[config.mk]
export PLATFORM = sky130hd
export DESIGN_NAME = keccak_squeeze_ctrl
export DESIGN_NICKNAME = d
export VERILOG_FILES = /design/src/rtl/keccak_pkg.sv /design/src/rtl/keccak_squeeze_ctrl_axis_out_reg.sv /design/src/rtl/keccak_squeeze_ctrl.sv
export SDC_FILE = /design/constraint.sdc
export NUM_CORES = 1
export LEC_CHECK = 0
export ABC_CLOCK_PERIOD_IN_PS = 2050
export CAP_MARGIN = 20
export CORE_AREA = 3 3 238 240
export CTS_CLUSTER_SIZE = 30
export DETAILED_ROUTE_END_ITERATION = 10
export DIE_AREA = 0 0 241 243
export DONT_BUFFER_PORTS = 1
export PLACE_DENSITY = 0.39
export SLEW_MARGIN = 25
export SYNTH_ARGS = -nofsm -noshare
export SYNTH_HDL_FRONTEND = slang
export SYNTH_HIERARCHICAL = 1
export SYNTH_SLANG_ARGS = --single-unit
[constraint.sdc]
create_clock -name clk -period 2.05 [get_ports clk]
set_input_delay 0.205 -clock clk [delete_from_list [all_inputs] [get_ports clk]]
set_output_delay 0.205 -clock clk [all_outputs]
set_load 0.05 [all_outputs]
[src/rtl/keccak_pkg.sv]
// Shared Keccak definitions: data-path widths, mode encodings and the squeeze
// controller state type.
//   DWIDTH            : squeeze output beat width in bits
//   AXIS_KEEP_WIDTH   : byte-enable width of one beat
//   RATE_WIDTH        : width able to hold the largest rate in bytes (168)
//   MODE_SEL_WIDTH    : width of the mode selector
//   BYTE_ABSORB_WIDTH : width of byte offsets into the rate window
package keccak_pkg;

    localparam int DWIDTH            = 256;
    localparam int AXIS_KEEP_WIDTH   = DWIDTH / 8;
    localparam int RATE_WIDTH        = 8;
    localparam int MODE_SEL_WIDTH    = 3;
    localparam int BYTE_ABSORB_WIDTH = 8;

    localparam logic [MODE_SEL_WIDTH-1:0] MODE_SHA3_224 = 3'd0;
    localparam logic [MODE_SEL_WIDTH-1:0] MODE_SHA3_256 = 3'd1;
    localparam logic [MODE_SEL_WIDTH-1:0] MODE_SHA3_384 = 3'd2;
    localparam logic [MODE_SEL_WIDTH-1:0] MODE_SHA3_512 = 3'd3;
    localparam logic [MODE_SEL_WIDTH-1:0] MODE_SHAKE128 = 3'd4;
    localparam logic [MODE_SEL_WIDTH-1:0] MODE_SHAKE256 = 3'd5;

    typedef enum logic [1:0] {
        IDLE      = 2'd0,
        SQUEEZE   = 2'd1,
        PERM_WAIT = 2'd2,
        DRAIN     = 2'd3
    } squeeze_state_e;

    // Extendable-output modes terminate on an explicit stop instead of a
    // fixed digest length.
    function automatic logic is_shake(input logic [MODE_SEL_WIDTH-1:0] mode);
        return (mode == MODE_SHAKE128) || (mode == MODE_SHAKE256);
    endfunction

endpackage

[src/rtl/keccak_squeeze_ctrl_axis_out_reg.sv]
// axis_out_reg: one-entry registered AXI-Stream master slot.
//   clk, rst_n      : clock, asynchronous active-low reset
//   load            : capture in_* into the slot (honoured only when slot_free)
//   in_data/keep/last : beat to capture
//   tready          : sink ready
//   tdata/tkeep/tlast/tvalid : registered AXI-Stream outputs
//   slot_free       : slot is empty or is being emptied this cycle
// With ZERO_PAD=1 the data bytes whose keep bit is clear are stored as 0x00.
module axis_out_reg #(
    parameter int DATA_W   = 256,
    parameter bit ZERO_PAD = 1'b1
) (
    input  logic                clk,
    input  logic                rst_n,
    input  logic                load,
    input  logic [DATA_W-1:0]   in_data,
    input  logic [DATA_W/8-1:0] in_keep,
    input  logic                in_last,
    input  logic                tready,
    output logic [DATA_W-1:0]   tdata,
    output logic [DATA_W/8-1:0] tkeep,
    output logic                tlast,
    output logic                tvalid,
    output logic                slot_free
);

    localparam int KEEP_W = DATA_W / 8;

    logic [DATA_W-1:0] pad_data;
    logic [DATA_W-1:0] tdata_reg;
    logic [KEEP_W-1:0] tkeep_reg;
    logic              tlast_reg;
    logic              tvalid_reg;

    generate
        for (genvar gi = 0; gi < KEEP_W; gi++) begin : g_pad
            if (ZERO_PAD) begin : g_zero
                assign pad_data[gi*8 +: 8] = in_keep[gi] ? in_data[gi*8 +: 8] : 8'h00;
            end else begin : g_pass
                assign pad_data[gi*8 +: 8] = in_data[gi*8 +: 8];
            end
        end
    endgenerate

    assign slot_free = !tvalid_reg || tready;

    always_ff @(posedge clk or negedge rst_n) begin
        if (!rst_n) begin
            tdata_reg  <= '0;
            tkeep_reg  <= '0;
            tlast_reg  <= 1'b0;
            tvalid_reg <= 1'b0;
        end else if (slot_free) begin
            // An accepted beat with nothing new behind it empties the slot.
            tvalid_reg <= load;
            if (load) begin
                tdata_reg <= pad_data;
                tkeep_reg <= in_keep;
                tlast_reg <= in_last;
            end
        end
    end

    assign tdata  = tdata_reg;
    assign tkeep  = tkeep_reg;
    assign tlast  = tlast_reg;
    assign tvalid = tvalid_reg;

endmodule

[src/rtl/keccak_squeeze_ctrl.sv]
// keccak_squeeze_ctrl: sequences the squeeze phase behind keccak_output_unit.
// Owns the byte offset into the rate window, registers each combinational
// beat into an AXI-Stream master slot, requests a permutation when the rate
// window is used up, and ends on the digest length (SHA3) or stop_i (SHAKE).
//   start_i / keccak_mode_i       : begin squeezing in the given mode
//   stop_i                        : SHAKE end-of-stream request
//   bytes_squeezed_o              : offset presented to the output unit
//   unit_*_i                      : combinational beat from the output unit
//   perm_start_o / perm_done_i    : permutation request / completion pulses
//   m_axis_*                      : registered AXI-Stream output
//   busy_o / done_o               : not idle / final beat accepted pulse
module keccak_squeeze_ctrl
    import keccak_pkg::*;
#(
    parameter bit ZERO_PAD = 1'b1
) (
    input  logic                         clk,
    input  logic                         rst_n,
    input  logic                         start_i,
    input  logic                         stop_i,
    input  logic [MODE_SEL_WIDTH-1:0]    keccak_mode_i,
    output logic [BYTE_ABSORB_WIDTH-1:0] bytes_squeezed_o,
    input  logic [DWIDTH-1:0]            unit_data_i,
    input  logic [AXIS_KEEP_WIDTH-1:0]   unit_keep_i,
    input  logic                         unit_last_i,
    input  logic [BYTE_ABSORB_WIDTH-1:0] unit_bytes_next_i,
    input  logic                         unit_perm_needed_i,
    output logic                         perm_start_o,
    input  logic                         perm_done_i,
    output logic [DWIDTH-1:0]            m_axis_tdata_o,
    output logic [AXIS_KEEP_WIDTH-1:0]   m_axis_tkeep_o,
    output logic                         m_axis_tlast_o,
    output logic                         m_axis_tvalid_o,
    input  logic                         m_axis_tready_i,
    output logic                         busy_o,
    output logic                         done_o
);

    squeeze_state_e               state_reg, state_next;
    logic [BYTE_ABSORB_WIDTH-1:0] bytes_reg, bytes_next;
    logic                         stop_pend_reg, stop_pend_next;
    logic                         perm_start_reg, perm_start_next;
    logic                         done_reg, done_next;

    logic slot_free;
    logic load;
    logic stop_req;
    logic beat_last;

    // stop_i has no meaning for fixed-length digests.
    assign stop_req  = stop_i && is_shake(keccak_mode_i);
    // A stop seen during a stall or a permutation is remembered so the next
    // captured beat closes the stream.
    assign beat_last = unit_last_i || stop_pend_reg || stop_req;

    always_ff @(posedge clk or negedge rst_n) begin
        if (!rst_n) begin
            state_reg      <= IDLE;
            bytes_reg      <= '0;
            stop_pend_reg  <= 1'b0;
            perm_start_reg <= 1'b0;
            done_reg       <= 1'b0;
        end else begin
            state_reg      <= state_next;
            bytes_reg      <= bytes_next;
            stop_pend_reg  <= stop_pend_next;
            perm_start_reg <= perm_start_next;
            done_reg       <= done_next;
        end
    end

    always_comb begin
        state_next      = state_reg;
        bytes_next      = bytes_reg;
        stop_pend_next  = stop_pend_reg;
        perm_start_next = 1'b0;
        done_next       = 1'b0;
        load            = 1'b0;

        case (state_reg)
            IDLE: begin
                if (start_i) begin
                    bytes_next     = '0;
                    stop_pend_next = 1'b0;
                    state_next     = SQUEEZE;
                end
            end
            SQUEEZE: begin
                if (slot_free) begin
                    load = 1'b1;
                    // The final beat wins over an exhausted rate window:
                    // no permutation is wasted after the stream ends.
                    if (beat_last) begin
                        state_next = DRAIN;
                    end else if (unit_perm_needed_i) begin
                        perm_start_next = 1'b1;
                        state_next      = PERM_WAIT;
                    end else begin
                        bytes_next = unit_bytes_next_i;
                    end
                end else if (stop_req) begin
                    stop_pend_next = 1'b1;
                end
            end
            PERM_WAIT: begin
                if (stop_req) begin
                    stop_pend_next = 1'b1;
                end
                if (perm_done_i) begin
                    bytes_next = '0;
                    state_next = SQUEEZE;
                end
            end
            DRAIN: begin
                if (m_axis_tvalid_o && m_axis_tready_i) begin
                    done_next  = 1'b1;
                    state_next = IDLE;
                end
            end
            default: state_next = IDLE;
        endcase
    end

    axis_out_reg #(
        .DATA_W   (DWIDTH),
        .ZERO_PAD (ZERO_PAD)
    ) u_out (
        .clk       (clk),
        .rst_n     (rst_n),
        .load      (load),
        .in_data   (unit_data_i),
        .in_keep   (unit_keep_i),
        .in_last   (beat_last),
        .tready    (m_axis_tready_i),
        .tdata     (m_axis_tdata_o),
        .tkeep     (m_axis_tkeep_o),
        .tlast     (m_axis_tlast_o),
        .tvalid    (m_axis_tvalid_o),
        .slot_free (slot_free)
    );

    assign bytes_squeezed_o = bytes_reg;
    assign perm_start_o     = perm_start_reg;
    assign done_o           = done_reg;
    assign busy_o           = (state_reg != IDLE);

endmodule

* Word level (Yosys, flattened, before mapping)
Cells that the tools add are included.
W data, S select, Z words.
** Cells by class
- Reductions and logical operators :: 14
- Equality and inequality tests :: 13
- Muxes and demuxes :: 57
** Operators with widths (number)
- $mux W8 :: 37
- $pmux W8 S3 :: 1
- $ne A2 B2 Y1 const B :: 7
- $mux W2 :: 6
- $mux W1 :: 11
- $pmux W2 S4 :: 1
- $eq A3 B3 Y1 const B :: 2
- $reduce_and A6 Y1 :: 1
- $reduce_and A5 Y1 :: 1
- $eq A2 B2 Y1 const B :: 2
- $logic_or A1 B1 Y1 :: 4
- $ne A3 B2 Y1 const B :: 1
- $pmux W1 S3 :: 1
- $reduce_and A3 Y1 :: 1
- $reduce_bool A3 Y1 :: 1
- $eq A2 B1 Y1 const B :: 1
- $logic_and A1 B1 Y1 :: 2
- $logic_not A2 Y1 :: 1
- $reduce_and A2 Y1 :: 1
- $reduce_bool A2 Y1 :: 1
- $logic_not A1 Y1 :: 1
** Word-level totals
- Output and inout bits :: 301
- Word-level logic and storage cells :: 93
- Bits in registers :: 303
- Bits of input ports :: 307

* Logic depth before layout (Yosys ltp)
- Word-level depth :: 7
- Mapped depth :: 8
- Gate-level depth less buffers :: 6

* By module
The synthesis kept the hierarchy.
** Modules (own cells, without submodules)
- axis_out_reg :: area an instance 12573.3 sq um, times used 1, cells each 1157, seq. area each 7257.0 sq um
- keccak_squeeze_ctrl :: area an instance 729.4 sq um, times used 1, cells each 64, seq. area each 325.3 sq um

* Least setup slack after synthesis
No wires, ideal clock.
- Path type :: register -> register
- Start point :: register u_out.tvalid_reg (netlist: u_out/tvalid)
- End point :: register bytes_reg[0] (netlist: bytes_squeezed_o[0])
- Cell stages (with the launch flop) :: 7
- Library setup time :: 0.067 ns
- Setup slack :: 0.120 ns
- Data arrival time :: 1.863 ns
- Data required time :: 1.983 ns
- Buffers on the path :: 1
- Period minus slack after synthesis :: 1.930 ns
- Path through :: dfrtp_1 nand2b_4 nor2b_4 or4_4 buf_6 nor3_4 a221o_1
** On the way
- Longest elaborated chain between the ends :: 4
** Ends and longest elaborated chain
- start: declaration :: RTL line keccak_squeeze_ctrl_axis_out_reg.sv:33 : logic tvalid_reg;
- start signal: assignment :: RTL line keccak_squeeze_ctrl_axis_out_reg.sv:55 : tvalid_reg <= load;
- $logic_not A1 Y1 :: RTL line keccak_squeeze_ctrl_axis_out_reg.sv:45 : assign slot_free = !tvalid_reg || tready;
- $logic_or A1 B1 Y1 :: RTL line keccak_squeeze_ctrl_axis_out_reg.sv:45
- net slot_free :: RTL line keccak_squeeze_ctrl.sv:45 : logic slot_free;
- $ne A2 B2 Y1 (no source line)
- $reduce_and A6 Y1 (no source line)
- end signal: assignment :: RTL line keccak_squeeze_ctrl.sv:65 : bytes_reg <= bytes_next;
- end: declaration :: RTL line keccak_squeeze_ctrl.sv:40 : logic [BYTE_ABSORB_WIDTH-1:0] bytes_reg, bytes_next;
The timed path passes the listed nets, and every way through them passes these cells.
A chain may end at the register's enable or synchronous reset.

* Final worst setup path
- Start point :: register state_reg[0]
- End point :: register bytes_reg[5] (netlist: bytes_squeezed_o[5])
** On the way
- Longest elaborated chain between the ends :: 3
- Elaborated cells on any way between the ends :: 11
- Classes of those cells :: eq/ne: 7; mux: 1; reduce/logical: 3
** Ends and longest elaborated chain
- start: declaration :: RTL line keccak_squeeze_ctrl.sv:39 : squeeze_state_e state_reg, state_next;
- start signal: assignment :: RTL line keccak_squeeze_ctrl.sv:64 : state_reg <= state_next;
- $eq A2 B1 Y1, or another cell as far along :: RTL line keccak_squeeze_ctrl.sv:80 : case (state_reg)
- $ne A2 B2 Y1 (no source line) / $reduce_bool A3 Y1 (equally long branches)
- $reduce_and A6 Y1 (no source line)
Several ways; a longest one is shown, not always the timed one.

==> results.md <==
- Status: finished with violations
- Failing checks: negative hold slack
- Mapped Cells: between 1000 and 1500
- Clock buffer depth: 3
- CP required: 2.53 ns
- Die ar.: around 0.06 mm²
- First-pass GRT wire length: roughly 65 mm
- Initial Util: 24.2%
- CP startpoint kind: flop
- Final setup skew: roughly 0.016 ns
- CTS tree: built
- Max reg flops: between 200 and 300
- WL final: ~44 mm
- DR WL/cell: slightly below 20 µm
- Worst vdd ir: 0.763 mV
- Switching share of power: between 50% and 60%
- Final Hold Viols: ~300
- Htree depth: 2
- Crit Path Max Fanout: 5
- IO Pins: between 600 and 700
- Period utilization: between 90 and 100%
- Clock sinks: 303
- Dominant cell by count in the synthesized netlist: dfrtp_1
- Util after Layout: 33.7%
- Share of layout cells above drive strength 1: 9.18%
- TritonCTS buffer count: 38
- IO buf count: 0
- Fmax achieved: roughly 0.5 GHz
- FF+latch count, synth: just over 300
- Fin area: around 0.019 mm²
- Detailed placement HPWL: 31.0 mm
- Internal power: 0.0171 W
- Via Count: roughly 9500
- FF-to-FF path depth: 7
- Top FF cell, synth: dfrtp_1
- Via density: 4.17
- Syn Nets: 1533
- FFs w/ async S/R, synth: 100%
- Comb power frac: a little over a fifth
- Rel. slew slack: approximately 52%
- Post-CTS Hold Fix Bufs: 303
- CP arrival: 2.44 ns
- Latest clock arrival within the worst-skew pair: between 0.5 and 0.6 ns
- Sequential share of the synthesized area: roughly 57%
- Area grow syn2layout: 39.2%
- Pwr dens: ~2000 mW/mm²
- Largest cells by area after synthesis: dfrtp_1 (57%), mux2i_1 (19%), inv_1 (7.4%)
- Max Slew Vio Count: 0
- Psw: roughly 0.020 W
- Crit-path max cell delay: just under 0.6 ns
- Largest net degree at the start of global routing: 304
- Mapped Area: 0.0133 mm²
- First DRT Iteration DRCs: 313
- Initial antenna violation count: 5
- Fin nets: roughly 1900
- Final setup vio count: 0
- Antenna Violating Nets Remaining: 0
- Die Ht: around 240 µm
- Number of distinct library cells after synthesis: 29
- Leakage: just under 10 nW
- Commonest cells post-synth: dfrtp_1 (303), inv_1 (263), nand2_1 (258), mux2i_1 (257), mux2_2 (34)
- Vias in the first global route: 10637
- Crit-path slowest cell: or4_4
- Site Rows: 86
- CP cell instances: inv_2 > ha_1 > and2b_2 > or4_4 > nor3_4 > buf_6 > a221o_1
- Total GRT Usage: around 14%
- DIE WIDTH: roughly 240 µm
- R2R setup slack: between 0.08 and 0.09 ns
- CTS Root Cell: clkbuf_16
- Ys Warns: 6
- Hold WS: -0.636 ns
- RSZ-0062 raised after global routing: yes
- Placer Congestion: about 0.8
- Area leader, netlist: dfrtp_1
- Top-area cell type share of the netlist area: between 50% and 60%
- R2R Path End: bytes_squeezed_o[5]
- Clk network pwr share: around 18%
- Post-synth EDFFs: 0
- Worst r2r src: state_reg[0]
- First-pass DRT Iterations: 7
- Max cap viols: 0
- Worst-path clk slew: 0.06 ns
- Crit path buffers/inverters: 2
- DP Area: 0.0141 mm²
- Crit end category: flop
- Setup CP Type: reg -> reg
- Core ar.: ~0.055 mm²
- Post-synthesis average cell area: between 10 and 15 µm²
- Aggregate global routing overflow: 0
- Crit path time final: 1.96 ns
- Critical path's top delay family: simple AND/OR/NAND/NOR gates
- Worst Hold Class: in -> async
- DR DRC count: 0
- Worst slew pin tran: between 0.7 and 0.8 ns
- Seq pwr share: 60.1%
## placed cells by master (no fill, tap or decap), types with 2 or more instances in the layout
master and n:
a221o_1 8, and3_1 10, buf_12 6, buf_16 2, buf_4 29, buf_6 5, clkbuf_1 11, clkbuf_16 39
clkbuf_8 13, dfrtp_1 303, diode_2 3, dlygate4sd3_1 303, ha_1 4, inv_1 262, inv_6 2, mux2_2 34
mux2i_1 257, nand2_1 258, nor3_1 2, or4_4 2
## cells by family after synthesis
kind of cell,Yosys count,synth area share [%]
buf+inv,329,10.8
flops,303,57.0
mux,292,22.3
simple gates,281,8.67
compound gates,11,0.762
fa+ha+maj,5,0.470
## worst max path at each step
stage | from | endpoint | depth (start not counted)
2_1_floorplan | u_out/tvalid | bytes_squeezed_o[0] | 6
4_1_cts | state_reg[1] | bytes_squeezed_o[5] | 7
3_3_place_gp | state_reg[1] | u_out/tkeep[19] | 6
3_5_place_dp | state_reg[1] | u_out/tkeep[19] | 6
6_report | state_reg[0] | bytes_squeezed_o[5] | 7
5_1_grt | state_reg[0] | state_reg[1] | 6
## layer usage
metal	share of wire, %	track usage [%]	vias to the layer above
met5	0.070	0	-
met4	3.9	5.78	4
met3	9.6	5.69	100
met2	50	25.6	392
met1	37	15.2	4598
li1	-	-	4408
## cell type report
cell class / instances / area (µm²)
antenna: 3 / 7.51
clock buffer: 63 / 1200
clock inverter: 4 / 52.6
fill: 5564 / 36400
inverter: 263 / 987
multi-input combinational: 590 / 4310
sequential: 303 / 7580
tap: 704 / 881
timing repair buffer: 346 / 3500
## power groups by stage
stage | registers [W] | clock network, W | logic, W
after global routing | 0.0225 | 0.00721 | 0.00892
after floorplan | 0.0210 | 0 | 0.00606
after detailed placement | 0.0223 | 0 | 0.00734
after global placement | 0.0224 | 0 | 0.00707
after CTS | 0.0223 | 0.00697 | 0.00792
final | 0.0221 | 0.00669 | 0.00803
## repair_timing
action / in CTS / in global routing
buffers inserted: 2 / 3
gates resized for setup: 1 / 13
endpoints found under the hold margin: 604 / 303
pin swaps: 1 / 3
setup endpoints to repair: 9 / 51
gates cloned: 0 / 1
## through the flow
stage	power, W	TNS [ns]	hold WS [ns]	instances	worst slack (ns)
2_1_floorplan	0.0271	0	-0.0906	1221	0.120
3_3_place_gp	0.0295	-0.0230	-0.0819	1897	-0.0230
3_5_place_dp	0.0297	-0.0961	-0.0834	1897	-0.0513
4_1_cts	0.0372	0	-0.686	2269	0.00697
5_1_grt	0.0387	-0.0307	-0.690	2274	-0.0118
6_report	0.0369	0	-0.636	2276	0.0866
Note: power is estimated with default switching activity, not from simulation.
